File: config.mk
export PLATFORM = sky130hd
export DESIGN_NAME = memory_access_unit
export DESIGN_NICKNAME = d
export VERILOG_FILES = /design/src/rtl/mem_access_pkg.sv /design/src/rtl/mem_data_align.sv /design/src/rtl/memory_access_unit.sv
export SDC_FILE = /design/constraint.sdc
export NUM_CORES = 1
export LEC_CHECK = 0
export ABC_AREA = 1
export BUFFER_PORTS_ARGS = -buffer_cell sky130_fd_sc_hd__buf_2
export CORE_ASPECT_RATIO = 0.6
export CORE_MARGIN = 1.5
export CORE_UTILIZATION = 55
export CTS_CLUSTER_SIZE = 12
export DETAILED_ROUTE_END_ITERATION = 16
export PLACE_DENSITY = 0.81
export SLEW_MARGIN = 10
export SYNTH_ARGS = -nofsm -noshare
export SYNTH_HDL_FRONTEND = slang
export SYNTH_HIERARCHICAL = 1
export SYNTH_SLANG_ARGS = --single-unit
File: constraint.sdc
create_clock -name clk_i -period 6 [get_ports clk_i]
set_input_delay 1.2 -clock clk_i [delete_from_list [all_inputs] [get_ports clk_i]]
set_output_delay 1.2 -clock clk_i [all_outputs]
set_load 0.005 [all_outputs]
File: src/rtl/mem_access_pkg.sv
// Shared types for the load/store unit: funct3 codes, FSM states, request record
// and the read-latency mapping of the attached RAM.
package mem_access_pkg;

  typedef enum logic [2:0] {
    F3_B  = 3'b000,
    F3_H  = 3'b001,
    F3_W  = 3'b010,
    F3_BU = 3'b100,
    F3_HU = 3'b101
  } funct3_e;

  typedef enum logic [1:0] {
    IDLE,
    ACCESS,
    WAIT,
    RESP
  } state_e;

  typedef struct packed {
    logic        we;
    logic [2:0]  funct3;
    logic [31:0] addr;
    logic [31:0] wdata;
  } req_t;

  function automatic int unsigned read_latency(input string perf);
    return (perf == "HIGH_PERFORMANCE") ? 2 : 1;
  endfunction

endpackage

File: src/rtl/mem_data_align.sv
// Byte-lane alignment for stores and lane selection plus sign/zero extension for loads.
// Purely combinational: zero latency, no flow control.
module mem_data_align
  import mem_access_pkg::*;
(
  input  logic [2:0]  funct3,
  input  logic [1:0]  byte_off,
  input  logic [31:0] st_data,
  input  logic [31:0] ld_word,
  output logic [3:0]  st_be,
  output logic [31:0] st_lanes,
  output logic [31:0] ld_data
);

  logic [7:0]  ld_byte;
  logic [15:0] ld_half;

  assign ld_byte = ld_word[{byte_off, 3'b000} +: 8];
  assign ld_half = ld_word[{byte_off[1], 4'b0000} +: 16];

  always_comb begin
    st_be    = 4'b0000;
    st_lanes = st_data;
    ld_data  = '0;
    case (funct3)
      F3_B: begin
        st_be    = 4'b0001 << byte_off;
        st_lanes = {4{st_data[7:0]}};
        ld_data  = {{24{ld_byte[7]}}, ld_byte};
      end
      F3_H: begin
        st_be    = 4'b0011 << byte_off;
        st_lanes = {2{st_data[15:0]}};
        ld_data  = {{16{ld_half[15]}}, ld_half};
      end
      F3_W: begin
        st_be   = 4'b1111;
        ld_data = ld_word;
      end
      F3_BU:   ld_data = {24'h0, ld_byte};
      F3_HU:   ld_data = {16'h0, ld_half};
      default: ;
    endcase
  end

endmodule

File: src/rtl/memory_access_unit.sv
// RV32 load/store front end for a single-port RAM; response 1 (error), 2 (store) or 2+L (load) cycles after acceptance.
// One request in flight; a response is held in RESP until rsp_ready_i, and no request is taken meanwhile.
module memory_access_unit
  import mem_access_pkg::*;
#(
  parameter int unsigned RAM_DEPTH       = 512,
  parameter string       RAM_PERFORMANCE = "LOW_LATENCY",
  parameter logic [31:0] BASE_ADDR       = 32'h0000_0000
) (
  input  logic                         clk_i,
  input  logic                         rst_ni,
  input  logic                         req_valid_i,
  output logic                         req_ready_o,
  input  logic                         req_we_i,
  input  logic [2:0]                   req_funct3_i,
  input  logic [31:0]                  req_addr_i,
  input  logic [31:0]                  req_wdata_i,
  output logic                         rsp_valid_o,
  input  logic                         rsp_ready_i,
  output logic [31:0]                  rsp_rdata_o,
  output logic                         rsp_err_o,
  output logic                         mem_en_o,
  output logic [3:0]                   mem_we_o,
  output logic [$clog2(RAM_DEPTH)-1:0] mem_addr_o,
  output logic [31:0]                  mem_din_o,
  output logic                         mem_regce_o,
  input  logic [31:0]                  mem_dout_i
);

  localparam int unsigned AW  = $clog2(RAM_DEPTH);
  localparam int unsigned LAT = read_latency(RAM_PERFORMANCE);

  state_e state_q, state_d;
  req_t   req_q, req_d, cur_req;
  logic   cnt_q, cnt_d;

  logic          mem_en_d, mem_regce_d, rsp_valid_d, rsp_err_d;
  logic [3:0]    mem_we_d;
  logic [AW-1:0] mem_addr_d;
  logic [31:0]   mem_din_d, rsp_rdata_d;

  logic [31:0] offset, word_idx;
  logic        f3_ok, misaligned, out_of_range, req_err, wait_last;
  logic [3:0]  st_be;
  logic [31:0] st_lanes, ld_data;

  // In IDLE the live inputs are decoded; afterwards only the captured request matters.
  assign cur_req = (state_q == IDLE) ? {req_we_i, req_funct3_i, req_addr_i, req_wdata_i} : req_q;

  assign offset       = cur_req.addr - BASE_ADDR;
  assign word_idx     = offset >> 2;
  assign out_of_range = (cur_req.addr < BASE_ADDR) || (word_idx >= 32'(RAM_DEPTH));

  always_comb begin
    f3_ok      = 1'b0;
    misaligned = 1'b0;
    case (cur_req.funct3)
      F3_B:  f3_ok = 1'b1;
      F3_H: begin
        f3_ok      = 1'b1;
        misaligned = cur_req.addr[0];
      end
      F3_W: begin
        f3_ok      = 1'b1;
        misaligned = |cur_req.addr[1:0];
      end
      F3_BU: f3_ok = !cur_req.we;
      F3_HU: begin
        f3_ok      = !cur_req.we;
        misaligned = cur_req.addr[0];
      end
      default: ;
    endcase
  end

  assign req_err     = !f3_ok || misaligned || out_of_range;
  assign wait_last   = (LAT == 1) || cnt_q;
  assign req_ready_o = (state_q == IDLE) && rst_ni;

  mem_data_align u_align (
    .funct3   (cur_req.funct3),
    .byte_off (cur_req.addr[1:0]),
    .st_data  (cur_req.wdata),
    .ld_word  (mem_dout_i),
    .st_be    (st_be),
    .st_lanes (st_lanes),
    .ld_data  (ld_data)
  );

  always_comb begin
    state_d     = state_q;
    req_d       = req_q;
    cnt_d       = cnt_q;
    mem_en_d    = 1'b0;
    mem_we_d    = 4'b0000;
    mem_addr_d  = mem_addr_o;
    mem_din_d   = mem_din_o;
    mem_regce_d = 1'b0;
    rsp_valid_d = rsp_valid_o;
    rsp_err_d   = rsp_err_o;
    rsp_rdata_d = rsp_rdata_o;
    unique case (state_q)
      IDLE: begin
        if (req_valid_i) begin
          req_d = cur_req;
          if (req_err) begin
            state_d     = RESP;
            rsp_valid_d = 1'b1;
            rsp_err_d   = 1'b1;
            rsp_rdata_d = '0;
          end else begin
            state_d    = ACCESS;
            mem_en_d   = 1'b1;
            mem_addr_d = word_idx[AW-1:0];
            if (cur_req.we) begin
              mem_we_d  = st_be;
              mem_din_d = st_lanes;
            end
          end
        end
      end
      ACCESS: begin
        if (req_q.we) begin
          state_d     = RESP;
          rsp_valid_d = 1'b1;
          rsp_err_d   = 1'b0;
          rsp_rdata_d = '0;
        end else begin
          state_d     = WAIT;
          cnt_d       = 1'b0;
          mem_regce_d = 1'b1;
        end
      end
      WAIT: begin
        if (wait_last) begin
          state_d     = RESP;
          rsp_valid_d = 1'b1;
          rsp_err_d   = 1'b0;
          rsp_rdata_d = ld_data;
        end else begin
          cnt_d       = 1'b1;
          mem_regce_d = 1'b1;
        end
      end
      RESP: begin
        if (rsp_ready_i) begin
          state_d     = IDLE;
          rsp_valid_d = 1'b0;
          rsp_err_d   = 1'b0;
          rsp_rdata_d = '0;
        end
      end
      default: state_d = IDLE;
    endcase
  end

  always_ff @(posedge clk_i or negedge rst_ni) begin
    if (!rst_ni) begin
      state_q     <= IDLE;
      req_q       <= '0;
      cnt_q       <= 1'b0;
      mem_en_o    <= 1'b0;
      mem_we_o    <= 4'b0000;
      mem_addr_o  <= '0;
      mem_din_o   <= '0;
      mem_regce_o <= 1'b0;
      rsp_valid_o <= 1'b0;
      rsp_err_o   <= 1'b0;
      rsp_rdata_o <= '0;
    end else begin
      state_q     <= state_d;
      req_q       <= req_d;
      cnt_q       <= cnt_d;
      mem_en_o    <= mem_en_d;
      mem_we_o    <= mem_we_d;
      mem_addr_o  <= mem_addr_d;
      mem_din_o   <= mem_din_d;
      mem_regce_o <= mem_regce_d;
      rsp_valid_o <= rsp_valid_d;
      rsp_err_o   <= rsp_err_d;
      rsp_rdata_o <= rsp_rdata_d;
    end
  end

endmodule

# After elaboration in Yosys (flattened, before gate mapping)

Cells that the tools add are included.

Output and inout bits: 82
Register bits after elaboration: 151
Input bits: 104

Order comparisons: 2
Eq/ne operators: 11
Muxes and demuxes: 32
Shift operators: 4
Bitwise logic cells: 1
Reduce and logical (&&, ||, !) cells: 17

Operator list:

| operator             | count |
|---|---|
| $pmux 32 s5          | 1 |
| $mux 32              | 4 |
| $pmux 32 s4          | 1 |
| $mux 68              | 1 |
| $pmux 32 s2          | 1 |
| $lt 32x1->1 const B  | 1 |
| $shiftx 32x6->16     | 1 |
| $shiftx 32x6->8      | 1 |
| $ge 30x10->1 const B | 1 |
| $mux 4               | 4 |
| $pmux 4 s3           | 1 |
| $mux 1               | 11 |
| $ne 2x2->1 const B   | 4 |
| $pmux 1 s4           | 2 |
| $pmux 2 s4           | 1 |
| $reduce_and 4->1     | 2 |
| $eq 3x3->1 const B   | 2 |
| $mux 2               | 3 |
| $reduce_or 2->1      | 3 |
| $eq 2x2->1 const B   | 2 |
| $pmux 1 s2           | 2 |
| $reduce_and 2->1     | 2 |
| $shl 1x2->4 const A  | 1 |
| $shl 2x2->4 const A  | 1 |
| 11 further kinds     | 14 |

# Logic depth before layout (Yosys ltp)

Depth in word-level cells: 11
Gate-level depth with buffers: 18
Gate-level depth less buffers: 17

# Modules after synthesis

The synthesis kept the hierarchy.

Modules (own cells, without submodules):

| module             | area each (sq um) | cells an instance | times used |
|---|---|---|---|
| memory_access_unit | 6,775.2           | 858               | 1 |
| mem_data_align     | 1,296.2           | 298               | 1 |

# Least setup slack after synthesis

No wires, ideal clock.

Path type: input to register
Start: in req_funct3_i[1]
End: reg rsp_rdata_o[16]
Buffers on the path: 3
Data required time: 5.934 ns
Stages: 15
Setup slack: 3.382 ns
Setup time: 0.066 ns
Data arrival time: 2.552 ns
Path through: inv_1 -> nand2_1 -> nand2_1 -> inv_1 -> buf_6 -> nor3_4 -> and2_1 -> buf_6 -> buf_6 -> nor2_1 -> nand2_1 -> nand2_1 -> inv_1 -> nand3_1 -> nand2_1

RTL lines:

| what                 | line                      | text |
|---|---|---|
| start, declared      | memory_access_unit.sv:15  | `input logic [2:0] req_funct3_i,` |
| end signal, assigned | memory_access_unit.sv:181 | `rsp_rdata_o <= rsp_rdata_d;` |
| end, declared        | memory_access_unit.sv:20  | `output logic [31:0] rsp_rdata_o,` |

==> parameters.txt <==
Parameter                              Value

Run status
  Result of the run    finished clean

Synthesis
  Primary FF master, synth    sky130_fd_sc_hd__dfrtp_1
  Async set-or-reset flop fraction in the synthesized netlist    100%
  Post-synth EDFFs    0
  #FFs+latches synth    143
  Mapped Cells    around 1200
  Net Count, Synth    1264
  Total number of yosys warnings    6
  Cell area after technology mapping    8070 um2
  Sequential element share of the synthesized area    44.3%
  Count of cell types in the netlist    33
  Average size of a mapped cell    6.98 um2

Global route
  Largest net degree at the start of global routing    between 100 and 150
  Via count of the first global-routing pass    ~6900
  GR met2 Demand/Resource    between 30% and 40%
  Met3 layer usage reported by global route    6.26%
  Remaining global-route overflow    0
  Number of antenna violations at the first check in global routing    0
  Total routing resource utilization after global routing    about 28%
  Met1 Usage GRT    between 40% and 50%
  Most heavily used metal layer in global routing    met1
  First-pass GRT wire length    roughly 35000 um

Clock tree
  CTS hold repair buffers    0
  Worst skew pair latency    420 ps
  Root buffer cell    sky130_fd_sc_hd__clkbuf_16
  Htree depth    4
  Clock tree from TritonCTS    built
  Post-cts sizing count    0
  Clock Pin Slew Worst Setup and Hold Paths    60 ps
  CTS sink cnt    roughly 140
  Number of clock buffers inserted by TritonCTS    17
  Count of buffers added by post-CTS timing repair for setup    0
  Number of buffers on the longest clock path    2

Power and ir drop
  Leakage    approximately 5.8 nW
  Maximum VDD drop    about 0.28 mV
  Power density over the cells    489 nW/um2

Timing
  Maximum clock skew at final layout    about 13 ps
  Rel. slew slack    a little under a fifth
  Endpoints failing hold    0
  Setup TNS    0 ps
  Crit path time final    between 3000 and 4000 ps
  Transition at the pin with the smallest max-transition slack    approximately 1200 ps
  Final number of max-transition violations    0
  Setup repair after global routing missed its margin    false
  Highest Clock Rate    ~0.25 GHz
  Final worst path period share    roughly two thirds
  Total of endpoints with negative setup slack in the final report    0

Detailed routing
  Average wire length per cell after detail routing    14.2 um
  Remaining antenna violation count    0
  Drt drc    0
  Number of vias in the routed layout    roughly 7700
  Ratio of routed vias to standard cells    ~5.1
  Starting DRT DRC Count    roughly 810
  First drt pass iteration count    6
  Routed wire length    between 20000 and 25000 um

Critical path
  Data arrival time at the worst-slack endpoint    roughly 4200 ps
  Highest net fanout along the worst path    34
  Critical path endpoint category    flop
  Type of the worst setup path    reg2reg
  Data required time at the worst endpoint    roughly 6300 ps
  Critical Path Start Type    flop

Place
  Final HPWL DP    about 15000 um
  IO Port Bufs    185
  Final weighted congestion in routability-driven placement    just over 0.9

Final layout
  Layout fillers    around 1300
  Area overhead of the layout relative to synthesis    16.4%
  Share of cells above drive strength 1    18.8%
  Final Util    about 65%
  Net count of the finished layout    ~1400
  N_diodes    0

Run
  Number of maximum-capacitance violations    0

Floorplan
  Area enclosed by the die boundary    ~15000 um2
  Initial core utilization    56.0%
  Core Region    ~14000 um2
  Die extent in y    96.8 um
  Die width    about 160 um
  Number of core rows    34
  Ports    186

Worst hold path
  Path category of the worst min-delay check    reg2reg
==> critical path, stage by stage (launching register included) <==
cell and delay [ps]:
sky130_fd_sc_hd__dfrtp_1 410, sky130_fd_sc_hd__inv_1 130, sky130_fd_sc_hd__ha_1 730, sky130_fd_sc_hd__inv_2 170
sky130_fd_sc_hd__nand2_1 100, sky130_fd_sc_hd__nand2_1 70, sky130_fd_sc_hd__inv_1 630, sky130_fd_sc_hd__o21ai_1 220
sky130_fd_sc_hd__nand2_1 120, sky130_fd_sc_hd__nand2_1 70, sky130_fd_sc_hd__nand2_1 660, sky130_fd_sc_hd__nand2_1 160
sky130_fd_sc_hd__nand2_1 120, sky130_fd_sc_hd__inv_1 60, sky130_fd_sc_hd__nand3_1 80, sky130_fd_sc_hd__nand2_1 60
==> per-layer routing <==
layer / up-vias / routed length, um
li1: 3811 / -
met1: 3495 / 10500
met2: 369 / 8590
met3: 18 / 2030
met4: 0 / 218
met5: - / 0
==> cell type report <==
class                   instances  area [um2]  share of cell area (%)
well taps                     198         248                    2.64
multi-input cells             773        3420                    36.4
clock buffers                  20         437                    4.65
flip-flops and latches        143        3580                    38.1
inverters                     168         631                    6.71
clock inverters                12         114                    1.21
repair buffers                190         970                    10.3
==> metrics by stage <==
stage | instances | hold slack [ps] | cell area (um2) | power (mW) | setup slack [ps]
2_1_floorplan | 1156 | 446 | 8070 | 3.14 | 3380
3_3_place_gp | 1472 | 451 | 8850 | 3.49 | 2310
3_5_place_dp | 1472 | 455 | 8850 | 3.55 | 2190
4_1_cts | 1504 | 470 | 9400 | 4.56 | 2190
5_1_grt | 1504 | 490 | 9400 | 4.98 | 1690
6_report | 1504 | 468 | 9400 | 4.59 | 2080
==> report_power, final <==
group	switching (mW)	total [mW]	internal [mW]
combinational	1.57	2.25	0.676
clock	0.429	1.00	0.572
sequential	0.133	1.35	1.21
total	2.13	4.59	2.46
==> cells by family after synthesis <==
kind of cell	synth area share [%]
AND/OR/NAND/NOR	33.6
buffers and inverters	13.3
flip-flops	44.3
AO/OA/AOI/OAI	8.15
adder cells (fa/ha/maj)	0.620
==> Yosys cell counts, types with 11 or more instances <==
library cell,number,share of area (%)
sky130_fd_sc_hd__o21ai_0,103,6.4
sky130_fd_sc_hd__buf_6,11,1.5
sky130_fd_sc_hd__buf_4,11,1.0
sky130_fd_sc_hd__dfrtp_1,143,44
sky130_fd_sc_hd__nor2_1,52,2.4
sky130_fd_sc_hd__o21ai_1,12,0.74
sky130_fd_sc_hd__inv_1,161,7.5
sky130_fd_sc_hd__nand4_1,33,2.6
sky130_fd_sc_hd__nand2_1,472,22
sky130_fd_sc_hd__nand3_1,61,3.8
sky130_fd_sc_hd__buf_2,14,0.87
sky130_fd_sc_hd__clkbuf_1,33,1.5
==> path summary, 6_finish.rpt <==
path | start | to | slack [ps] | cells past startpoint
hold / removal | mem_din_o[30]$_DFFE_PN0P_ | mem_din_o[30]$_DFFE_PN0P_ | 470 | 2
hold reg to reg | mem_din_o[30]$_DFFE_PN0P_ | mem_din_o[30]$_DFFE_PN0P_ | 470 | 2
setup / recovery | state_q[0]$_DFFE_PN0P_ | rsp_rdata_o[10]$_DFFE_PN0P_ | 2080 | 15
max in group asynchronous | rst_ni | mem_addr_o[0]$_DFFE_PN0P_ | 3920 | 2
setup reg to reg | state_q[0]$_DFFE_PN0P_ | rsp_rdata_o[10]$_DFFE_PN0P_ | 2080 | 15
min in group asynchronous | rst_ni | rsp_rdata_o[2]$_DFFE_PN0P_ | 850 | 1
==> cells in the final DEF, fill, tap and decap left out, types with 7 or more instances in the layout <==
master                         n
sky130_fd_sc_hd__nand3_1      61
sky130_fd_sc_hd__nand4_1      33
sky130_fd_sc_hd__inv_1       161
sky130_fd_sc_hd__nor2_1       52
sky130_fd_sc_hd__nand2_1     471
sky130_fd_sc_hd__clkbuf_16    17
sky130_fd_sc_hd__dfrtp_1     143
sky130_fd_sc_hd__o21ai_0     103
sky130_fd_sc_hd__buf_2       184
sky130_fd_sc_hd__clkinvlp_4    7
sky130_fd_sc_hd__o21ai_1      12
==> state kept, by name, indices dropped and copies added, names as in the netlist <==
register     flops
mem_regce_o      1
rsp_err_o        1
mem_addr_o       9
rsp_valid_o      1
req_q           60
mem_en_o         1
mem_din_o       32
mem_we_o         4
state_q          2
rsp_rdata_o     32
(Power assumes the default switching activity.)
